**src/rtl/bp_io_dev_arbiter_if.sv**
```systemverilog
// bp_io_dev_arbiter_if: requester-side and device-side buses of the uncached
// I/O device arbiter. The slave modport is the arbiter's own view. The master
// modport is the view of the core ports and device slaves around it.
interface bp_io_dev_arbiter_if #(
   parameter int num_req_p     = 2,
   parameter int paddr_width_p = 40,
   parameter int data_width_p  = 64
);
   // Requester side
   logic [num_req_p-1:0]               req_v_i;
   logic [num_req_p*paddr_width_p-1:0] req_addr_i;
   logic [num_req_p-1:0]               req_we_i;
   logic [num_req_p*data_width_p-1:0]  req_data_i;
   logic [num_req_p-1:0]               req_ready_o;
   logic [num_req_p-1:0]               resp_v_o;
   logic [data_width_p-1:0]            resp_data_o;
   logic                               resp_err_o;

   // Device side: bit0 host, bit1 cfg, bit2 clint
   logic [2:0]                         dev_v_o;
   logic [19:0]                        dev_addr_o;
   logic                               dev_we_o;
   logic [data_width_p-1:0]            dev_data_o;
   logic [2:0]                         dev_ready_i;
   logic [2:0]                         dev_resp_v_i;
   logic [3*data_width_p-1:0]          dev_resp_data_i;

   modport slave (
      input  req_v_i, req_addr_i, req_we_i, req_data_i,
      input  dev_ready_i, dev_resp_v_i, dev_resp_data_i,
      output req_ready_o, resp_v_o, resp_data_o, resp_err_o,
      output dev_v_o, dev_addr_o, dev_we_o, dev_data_o
   );

   modport master (
      output req_v_i, req_addr_i, req_we_i, req_data_i,
      output dev_ready_i, dev_resp_v_i, dev_resp_data_i,
      input  req_ready_o, resp_v_o, resp_data_o, resp_err_o,
      input  dev_v_o, dev_addr_o, dev_we_o, dev_data_o
   );
endinterface

```
**src/rtl/bp_io_dev_arbiter.sv**
```systemverilog
// bp_io_dev_arbiter: round-robin arbiter that shares the host/cfg/clint
// uncached device space between num_req_p requesters. It has one transaction
// in flight at a time. Define BP_IO_ARB_TIMEOUT_EN to give the WAIT state a
// timeout of timeout_cycles_p cycles. On timeout the requester gets err=1 and
// data 0.
module bp_io_dev_arbiter #(
   parameter int num_req_p        = 2,
   parameter int paddr_width_p    = 40,
   parameter int data_width_p     = 64,
   parameter int timeout_cycles_p = 255
) (
   input  logic                   clk_i,
   input  logic                   reset_i,
   bp_io_dev_arbiter_if.slave     io
);
   localparam int rr_w_lp = (num_req_p > 1) ? $clog2(num_req_p) : 1;

   typedef enum logic [1:0] {ST_IDLE, ST_ISSUE, ST_WAIT, ST_RESP} state_e;

   state_e                    state_q, state_d;
   logic [rr_w_lp-1:0]        rr_q, rr_d;
   logic [rr_w_lp-1:0]        win_q, win_d;
   logic [2:0]                sel_q, sel_d;
   logic [2:0]                dev_v_q, dev_v_d;
   logic [19:0]               dev_addr_q, dev_addr_d;
   logic                      dev_we_q, dev_we_d;
   logic [data_width_p-1:0]   dev_data_q, dev_data_d;
   logic [num_req_p-1:0]      resp_v_q, resp_v_d;
   logic [data_width_p-1:0]   resp_data_q, resp_data_d;
   logic                      resp_err_q, resp_err_d;

`ifdef BP_IO_ARB_TIMEOUT_EN
   localparam int cnt_w_lp = (timeout_cycles_p > 1) ? $clog2(timeout_cycles_p + 1) : 1;
   logic [cnt_w_lp-1:0]       cnt_q, cnt_d;
`else
   // The timeout is compiled out, so the limit is unused in this build.
   logic unused_timeout;
   assign unused_timeout = ^timeout_cycles_p;
`endif

   logic                      found;
   logic [rr_w_lp-1:0]        winner;
   int                        scan_idx;
   logic [paddr_width_p-1:0]  win_addr;
   logic [3:0]                win_id;
   logic                      win_legal;
   logic [2:0]                win_sel;
   logic [num_req_p-1:0]      win_oh;
   logic [rr_w_lp-1:0]        rr_next;
   logic                      resp_hit;
   logic [data_width_p-1:0]   sel_resp_data;

   // Round-robin search: the first valid requester at or above rr, with wrap.
   always_comb begin
      // NOTE: every combinational output gets a default first, so no path leaves it unassigned and infers a latch.
      found    = 1'b0;
      winner   = rr_q;
      scan_idx = 0;
      for (int i = 0; i < num_req_p; i++) begin
         scan_idx = int'(rr_q) + i;
         if (scan_idx >= num_req_p) scan_idx = scan_idx - num_req_p;
         if (!found && io.req_v_i[scan_idx]) begin
            found  = 1'b1;
            winner = rr_w_lp'(scan_idx);
         end
      end
   end

   assign win_addr  = io.req_addr_i[winner*paddr_width_p +: paddr_width_p];
   assign win_id    = win_addr[23:20];
   assign win_legal = ((win_addr >> 24) == '0) && (win_id >= 4'd1) && (win_id <= 4'd3);
   assign win_oh    = num_req_p'(1) << winner;
   assign rr_next   = (int'(winner) == num_req_p - 1) ? '0 : winner + 1'b1;

   // Device id to one-hot device select.
   always_comb begin
      case (win_id)
         4'd1:    win_sel = 3'b001;
         4'd2:    win_sel = 3'b010;
         4'd3:    win_sel = 3'b100;
         default: win_sel = 3'b000;
      endcase
   end

   // Response from the selected device only. Other devices are masked off.
   always_comb begin
      sel_resp_data = '0;
      for (int d = 0; d < 3; d++) begin
         if (sel_q[d]) sel_resp_data = io.dev_resp_data_i[d*data_width_p +: data_width_p];
      end
   end
   assign resp_hit = |(io.dev_resp_v_i & sel_q);

   // Accept is offered only in IDLE, and never while reset is asserted.
   assign io.req_ready_o = (state_q == ST_IDLE && found && !reset_i) ? win_oh : '0;

   // Next-state, capture and output-register logic for the four-state FSM.
   always_comb begin
      state_d     = state_q;
      rr_d        = rr_q;
      win_d       = win_q;
      sel_d       = sel_q;
      dev_v_d     = dev_v_q;
      dev_addr_d  = dev_addr_q;
      dev_we_d    = dev_we_q;
      dev_data_d  = dev_data_q;
      resp_v_d    = '0;
      resp_data_d = resp_data_q;
      resp_err_d  = resp_err_q;
`ifdef BP_IO_ARB_TIMEOUT_EN
      cnt_d       = cnt_q;
`endif
      case (state_q)
         ST_IDLE: begin
            if (found) begin
               rr_d  = rr_next;
               win_d = winner;
               if (win_legal) begin
                  sel_d      = win_sel;
                  dev_v_d    = win_sel;
                  dev_addr_d = win_addr[19:0];
                  dev_we_d   = io.req_we_i[winner];
                  dev_data_d = io.req_data_i[winner*data_width_p +: data_width_p];
                  state_d    = ST_ISSUE;
               end else begin
                  // A decode error never touches a device.
                  resp_v_d    = win_oh;
                  resp_data_d = '0;
                  resp_err_d  = 1'b1;
                  state_d     = ST_RESP;
               end
            end
         end
         ST_ISSUE: begin
            if (|(io.dev_ready_i & sel_q)) begin
               dev_v_d = '0;
               state_d = ST_WAIT;
`ifdef BP_IO_ARB_TIMEOUT_EN
               cnt_d   = '0;
`endif
            end
         end
         ST_WAIT: begin
            if (resp_hit) begin
               resp_v_d    = num_req_p'(1) << win_q;
               resp_data_d = sel_resp_data;
               resp_err_d  = 1'b0;
               state_d     = ST_RESP;
            end
`ifdef BP_IO_ARB_TIMEOUT_EN
            else if (cnt_q == cnt_w_lp'(timeout_cycles_p - 1)) begin
               resp_v_d    = num_req_p'(1) << win_q;
               resp_data_d = '0;
               resp_err_d  = 1'b1;
               state_d     = ST_RESP;
            end else begin
               cnt_d = cnt_q + 1'b1;
            end
`endif
         end
         ST_RESP: state_d = ST_IDLE;
         default: state_d = ST_IDLE;
      endcase
   end

   // State and registered outputs. Reset drops any transaction in flight.
   always_ff @(posedge clk_i or posedge reset_i) begin
      if (reset_i) begin
         state_q     <= ST_IDLE;
         rr_q        <= '0;
         win_q       <= '0;
         sel_q       <= '0;
         dev_v_q     <= '0;
         dev_addr_q  <= '0;
         dev_we_q    <= 1'b0;
         dev_data_q  <= '0;
         resp_v_q    <= '0;
         resp_data_q <= '0;
         resp_err_q  <= 1'b0;
`ifdef BP_IO_ARB_TIMEOUT_EN
         cnt_q       <= '0;
`endif
      end else begin
         // NOTE: non-blocking assignments make every flop sample the pre-edge values, independent of statement order.
         state_q     <= state_d;
         rr_q        <= rr_d;
         win_q       <= win_d;
         sel_q       <= sel_d;
         dev_v_q     <= dev_v_d;
         dev_addr_q  <= dev_addr_d;
         dev_we_q    <= dev_we_d;
         dev_data_q  <= dev_data_d;
         resp_v_q    <= resp_v_d;
         resp_data_q <= resp_data_d;
         resp_err_q  <= resp_err_d;
`ifdef BP_IO_ARB_TIMEOUT_EN
         cnt_q       <= cnt_d;
`endif
      end
   end

   assign io.dev_v_o     = dev_v_q;
   assign io.dev_addr_o  = dev_addr_q;
   assign io.dev_we_o    = dev_we_q;
   assign io.dev_data_o  = dev_data_q;
   assign io.resp_v_o    = resp_v_q;
   assign io.resp_data_o = resp_data_q;
   assign io.resp_err_o  = resp_err_q;
endmodule

```
**src/flat_wrapper.sv**
```systemverilog
// flat-port wrapper written by rule: the top's interface ports become plain ports
module bp_io_dev_arbiter_flat 
#(
   parameter int num_req_p        = 2,
   parameter int paddr_width_p    = 40,
   parameter int data_width_p     = 64,
   parameter int timeout_cycles_p = 255
)
  (clk_i, reset_i, io_req_v_i, io_req_addr_i, io_req_we_i, io_req_data_i, io_dev_ready_i, io_dev_resp_v_i, io_dev_resp_data_i, io_req_ready_o, io_resp_v_o, io_resp_data_o, io_resp_err_o, io_dev_v_o, io_dev_addr_o, io_dev_we_o, io_dev_data_o);
  bp_io_dev_arbiter_if #(.num_req_p(num_req_p), .paddr_width_p(paddr_width_p), .data_width_p(data_width_p)) io_i ();
  input  logic clk_i;
  input  logic reset_i;
  input wire logic [$bits(io_i.req_v_i)-1:0] io_req_v_i;
  input wire logic [$bits(io_i.req_addr_i)-1:0] io_req_addr_i;
  input wire logic [$bits(io_i.req_we_i)-1:0] io_req_we_i;
  input wire logic [$bits(io_i.req_data_i)-1:0] io_req_data_i;
  input wire logic [$bits(io_i.dev_ready_i)-1:0] io_dev_ready_i;
  input wire logic [$bits(io_i.dev_resp_v_i)-1:0] io_dev_resp_v_i;
  input wire logic [$bits(io_i.dev_resp_data_i)-1:0] io_dev_resp_data_i;
  output wire logic [$bits(io_i.req_ready_o)-1:0] io_req_ready_o;
  output wire logic [$bits(io_i.resp_v_o)-1:0] io_resp_v_o;
  output wire logic [$bits(io_i.resp_data_o)-1:0] io_resp_data_o;
  output wire logic [$bits(io_i.resp_err_o)-1:0] io_resp_err_o;
  output wire logic [$bits(io_i.dev_v_o)-1:0] io_dev_v_o;
  output wire logic [$bits(io_i.dev_addr_o)-1:0] io_dev_addr_o;
  output wire logic [$bits(io_i.dev_we_o)-1:0] io_dev_we_o;
  output wire logic [$bits(io_i.dev_data_o)-1:0] io_dev_data_o;
  assign io_i.req_v_i = io_req_v_i;
  assign io_i.req_addr_i = io_req_addr_i;
  assign io_i.req_we_i = io_req_we_i;
  assign io_i.req_data_i = io_req_data_i;
  assign io_i.dev_ready_i = io_dev_ready_i;
  assign io_i.dev_resp_v_i = io_dev_resp_v_i;
  assign io_i.dev_resp_data_i = io_dev_resp_data_i;
  assign io_req_ready_o = io_i.req_ready_o;
  assign io_resp_v_o = io_i.resp_v_o;
  assign io_resp_data_o = io_i.resp_data_o;
  assign io_resp_err_o = io_i.resp_err_o;
  assign io_dev_v_o = io_i.dev_v_o;
  assign io_dev_addr_o = io_i.dev_addr_o;
  assign io_dev_we_o = io_i.dev_we_o;
  assign io_dev_data_o = io_i.dev_data_o;
  bp_io_dev_arbiter #(.num_req_p(num_req_p), .paddr_width_p(paddr_width_p), .data_width_p(data_width_p), .timeout_cycles_p(timeout_cycles_p)) u_core (.clk_i(clk_i), .reset_i(reset_i), .io(io_i));
endmodule
```
**config.mk**
```make
export PLATFORM = sky130hd
export DESIGN_NAME = bp_io_dev_arbiter_flat
export DESIGN_NICKNAME = d
export VERILOG_FILES = /design/src/rtl/bp_io_dev_arbiter_if.sv /design/src/rtl/bp_io_dev_arbiter.sv /design/src/flat_wrapper.sv
export SDC_FILE = /design/constraint.sdc
export NUM_CORES = 1
export LEC_CHECK = 0
export CAP_MARGIN = 5
export CORE_AREA = 2 2 219 221
export CTS_BUF_LIST = sky130_fd_sc_hd__clkbuf_4 sky130_fd_sc_hd__clkbuf_8 sky130_fd_sc_hd__clkbuf_16
export DETAILED_ROUTE_END_ITERATION = 12
export DIE_AREA = 0 0 221 223
export DONT_BUFFER_PORTS = 1
export PLACE_DENSITY = 0.3
export SLEW_MARGIN = 20
export SYNTH_ARGS = -nofsm -noshare
export SYNTH_HDL_FRONTEND = slang
export SYNTH_SLANG_ARGS = --single-unit
```
**constraint.sdc**
```tcl
create_clock -name clk_i -period 4.2 [get_ports clk_i]
set_input_delay 0 -clock clk_i [delete_from_list [all_inputs] [get_ports clk_i]]
set_output_delay 0 -clock clk_i [all_outputs]
set_load 0.02 [all_outputs]
```
==> impl_metrics.py <==
metrics = {
    "finish": {
        "nets": 1644,
        "finish.utilization_pct": 26.9,
        "post_layout_nonfiller_instances": 1859,
        "final_common_cell": "dlygate4sd3_1",
        "stdcell_area_sq_um": 12700,
        "filler_cell_count": 5035,
        "layout-drive-gt1-share_pct": 4.91,
        "mostFrequentLayoutCells": "dlygate4sd3_1, o21ai_0, nand2_1",
        "layout-area-overhead-vs-synth_pct": 49.1,
    },
    "timing": {
        "max_slew_margin_pct": 26.7,
        "timing_max_transition_violations_final": 0,
        "hold_violations": 0,
        "final.setup.tns_ps": 0,
        "setup-violations-final": 0,
        "final_period_minus_worst_setup_slack_ps": 3290,
        "max_clock_freq_mhz": 304,
        "min_period_over_period_pct": 78.2,
        "grt_setup_unrepaired": "false",
        "hold-worst-slack_ps": 8.71,
        "tightest_slew_ps": 1100,
        "fin_clk_skew_ps": 8.90,
    },
    "drt": {
        "vias": 8266,
        "ant_nets": 0,
        "finalWirelength_microns": 34600,
        "drc": 0,
        "initialDrtViolationCount": 497,
        "routedWlPerCell_microns": 18.6,
        "avgViaCountPerCell": 4.45,
        "detail_route.first_pass.iterations": 5,
    },
    "power_and_ir_drop": {
        "power_frac_seq_pct": 42.6,
        "switching_power_mw": 2.84,
        "vdd_ir_drop_max_mv": 0.359,
        "power_per_cell_area_nw_per_um2": 517,
        "power_leakage_nw": 5.20,
        "net_switching_fraction_of_the_power_pct": 43.3,
        "power_frac_clock_pct": 23.2,
        "power.internal_mw": 3.72,
        "pwr-share-comb_pct": 34.2,
    },
    "placement": {
        "place.detailed.hpwl_microns": 24200,
        "number_of_placed_cells_counting_well_taps": 1517,
        "portBuffers": 0,
        "finalWeightedCongestion": 0.739,
        "placed_cell_area_sq_um": 9040,
    },
    "synth": {
        "share_of_the_yosys_chip_area_belonging_to_registers_pct": 47.6,
        "post_synth_top_flop": "dfrtp_1",
        "area_of_the_mapped_netlist_sq_um": 8510,
        "synthCells": 975,
        "syn_nets": 1390,
        "synth_enable_flop_cells": 0,
        "synthAdderAreaFrac_pct": 0.441,
        "synth_xor_area_share_pct": 0,
        "ys_async_sr_fraction_pct": 100,
        "synthSimpleGateAreaFrac_pct": 12.7,
        "complex_gate_fraction_of_the_synthesized_area_pct": 24.3,
        "postSynthAreaPerCell_sq_um": 8.73,
        "synth.area.mux_share_pct": 10.0,
        "post_synth_num_cell_types": 40,
        "ys_seq_elements": 162,
        "synth_top_family_by_area": "compound AO/OA/AOI/OAI gates",
        "synthesis.yosys.warnings": 0,
    },
    "global_routing": {
        "grt_pass1_vias": 8870,
        "grt_antenna_before_repair": 3,
        "grt_util_met3_pct": 5.48,
        "grt_use_met2_pct": 23.8,
        "globalRouteOverflowTotal": 0,
        "grt-busiest-layer": "met2",
        "gr-usage-met1_pct": 15.5,
        "groute.usage.overall_pct": 14.1,
        "grt_start_max_net_pins": 104,
        "grt_pass1_wl_microns": 52700,
    },
    "die": {
        "start_util_pct": 18.0,
        "dieWidth_microns": 221,
        "die_area_sq_um": 49300,
        "fp.dieH_microns": 223,
        "num_io_pins": 569,
        "rows": 80,
        "core_sq_um": 47100,
    },
    "clock_tree": {
        "cts_root_buffer": "clkbuf_16",
        "clockBufferDepth": 2,
        "cts_tree": "done",
        "clk_pin_slew_worst_paths_ps": 70,
        "cts.htree.levels": 4,
        "clock_sinks": 162,
        "clock_insertion_delay_worst_skew_ps": 480,
        "post_cts_setup_driven_buffer_insertion_count": 0,
        "tritoncts.num_buffers": 17,
    },
    "setup_path": {
        "criticalPathCategory": "flop to flop",
        "arrival_ps": 3630,
        "timing.critical_path.from_type": "flop",
        "worstSetupEndpointType": "flop",
        "worst-endpoint-required_ps": 4540,
        "timing.critical_path.fanout_max": 64,
    },
    "flow_run": {
        "cap_viol_max_count": 0,
    },
    "run_status": {
        "outcome": "completed",
    },
    "min_path": {
        "hold_path_class": "input port to flop",
    },
}
registers in the layout, summed over array words and instances (netlist names):
name / count
u_core.io.dev_we_o: 1
u_core.state_q: 2
u_core.rr_q: 1
u_core.sel_q: 3
u_core.io.resp_err_o: 1
u_core.io.dev_data_o: 64
u_core.io.dev_v_o: 3
u_core.io.dev_addr_o: 20
u_core.io.resp_data_o: 64
u_core.win_q: 1
u_core.io.resp_v_o: 2
path summary, 6_finish.rpt:
| path | startpoint | to | slack [ps] | depth (start not counted) |
|---|---|---|---|---|
| setup / recovery | u_core.rr_q | u_core.io.dev_data_o[59] | 910 | 7 |
| hold / removal | io_dev_resp_data_i[190] | u_core.io.resp_data_o[62] | 9 | 4 |
| max in group asynchronous | reset_i | u_core.io.resp_data_o[10] | 3030 | 3 |
| hold reg to reg | u_core.state_q[1] | u_core.state_q[1] | 520 | 2 |
| min in group asynchronous | reset_i | u_core.io.resp_v_o[1] | 90 | 2 |
| setup reg to reg | u_core.rr_q | u_core.io.dev_data_o[59] | 910 | 7 |
cell families (layout without fill, tap and decap cells):
| family | Yosys count | in the layout |
|---|---|---|
| AO/OA/AOI/OAI | 369 | 369 |
| AND/OR/NAND/NOR | 264 | 264 |
| flip-flops | 162 | 162 |
| buffers and inverters | 92 | 359 |
| multiplexers | 85 | 85 |
| adder cells (fa/ha/maj) | 3 | 3 |
| other | 0 | 2 |
layout make-up:
type	instances	area, sq um	area share [%]
Timing Repair Buffer	323	3220	25.4
Antenna cell	2	5.00	0.0395
Sequential cell	162	4060	32.0
Clock inverter	15	124	0.977
Inverter	4	18.8	0.148
Multi-Input combinational cell	721	4060	32.0
Tap cell	615	769	6.07
Clock buffer	17	425	3.35
routing by layer:
metal	share of wire (%)	wire length (microns)
met3	8.4	2910
met2	50	17200
met4	2.8	978
met1	39	13500
met5	0.029	10
Yosys cell counts, drive strengths merged, types with 2 or more instances:
| cell | n | share of area (%) |
|---|---|---|
| o21ai | 284 | 17 |
| nand2 | 226 | 10 |
| dfrtp | 162 | 48 |
| mux2i | 85 | 10 |
| a22oi | 66 | 5.8 |
| clkbuf | 63 | 2.8 |
| buf | 25 | 1.9 |
| nor2 | 9 | 0.40 |
| nor4 | 8 | 0.59 |
| inv | 4 | 0.18 |
| a21oi | 3 | 0.18 |
| a31oi | 3 | 0.22 |
| ha | 3 | 0.44 |
| nand3 | 3 | 0.18 |
| nand4 | 3 | 0.22 |
| nor3 | 3 | 0.18 |
| o2bb2ai | 3 | 0.31 |
| and2 | 2 | 0.18 |
| nand2b | 2 | 0.15 |
| nor2b | 2 | 0.15 |
| o31ai | 2 | 0.18 |
| or4 | 2 | 0.22 |
critical path, cell delays in order (launching register included):
cell and delay, ps:
dfrtp_1 450, o21ba_2 270, nor2_4 90, buf_4 360
buf_4 830, mux2i_1 320, dlygate4sd3_1 600, o21ai_0 90
power by group through the flow:
stage / Clock [mW] / Sequential, mW / Combinational, mW
final: 1.52 / 2.80 / 2.24
after global routing: 1.67 / 2.85 / 2.54
after CTS: 1.63 / 2.81 / 2.28
after detailed placement: 0 / 2.82 / 1.74
after global placement: 0 / 2.86 / 1.72
after floorplan: 0 / 2.63 / 1.28
metrics by stage:
| step | worst slack (ps) | power, mW |
|---|---|---|
| global route | 786 | 7.05 |
| CTS | 942 | 6.72 |
| global placement | 1190 | 4.58 |
| floorplan | 1610 | 3.91 |
| detailed placement | 1150 | 4.57 |
| finish | 914 | 6.56 |
what timing repair did:
action	4_1_cts	5_1_grt
gates resized for setup	0	0
setup endpoints to repair	0	0
hold buffers	308	0
hold endpoints to repair	189	0
No activity file was read; power rests on OpenSTA's default activity.
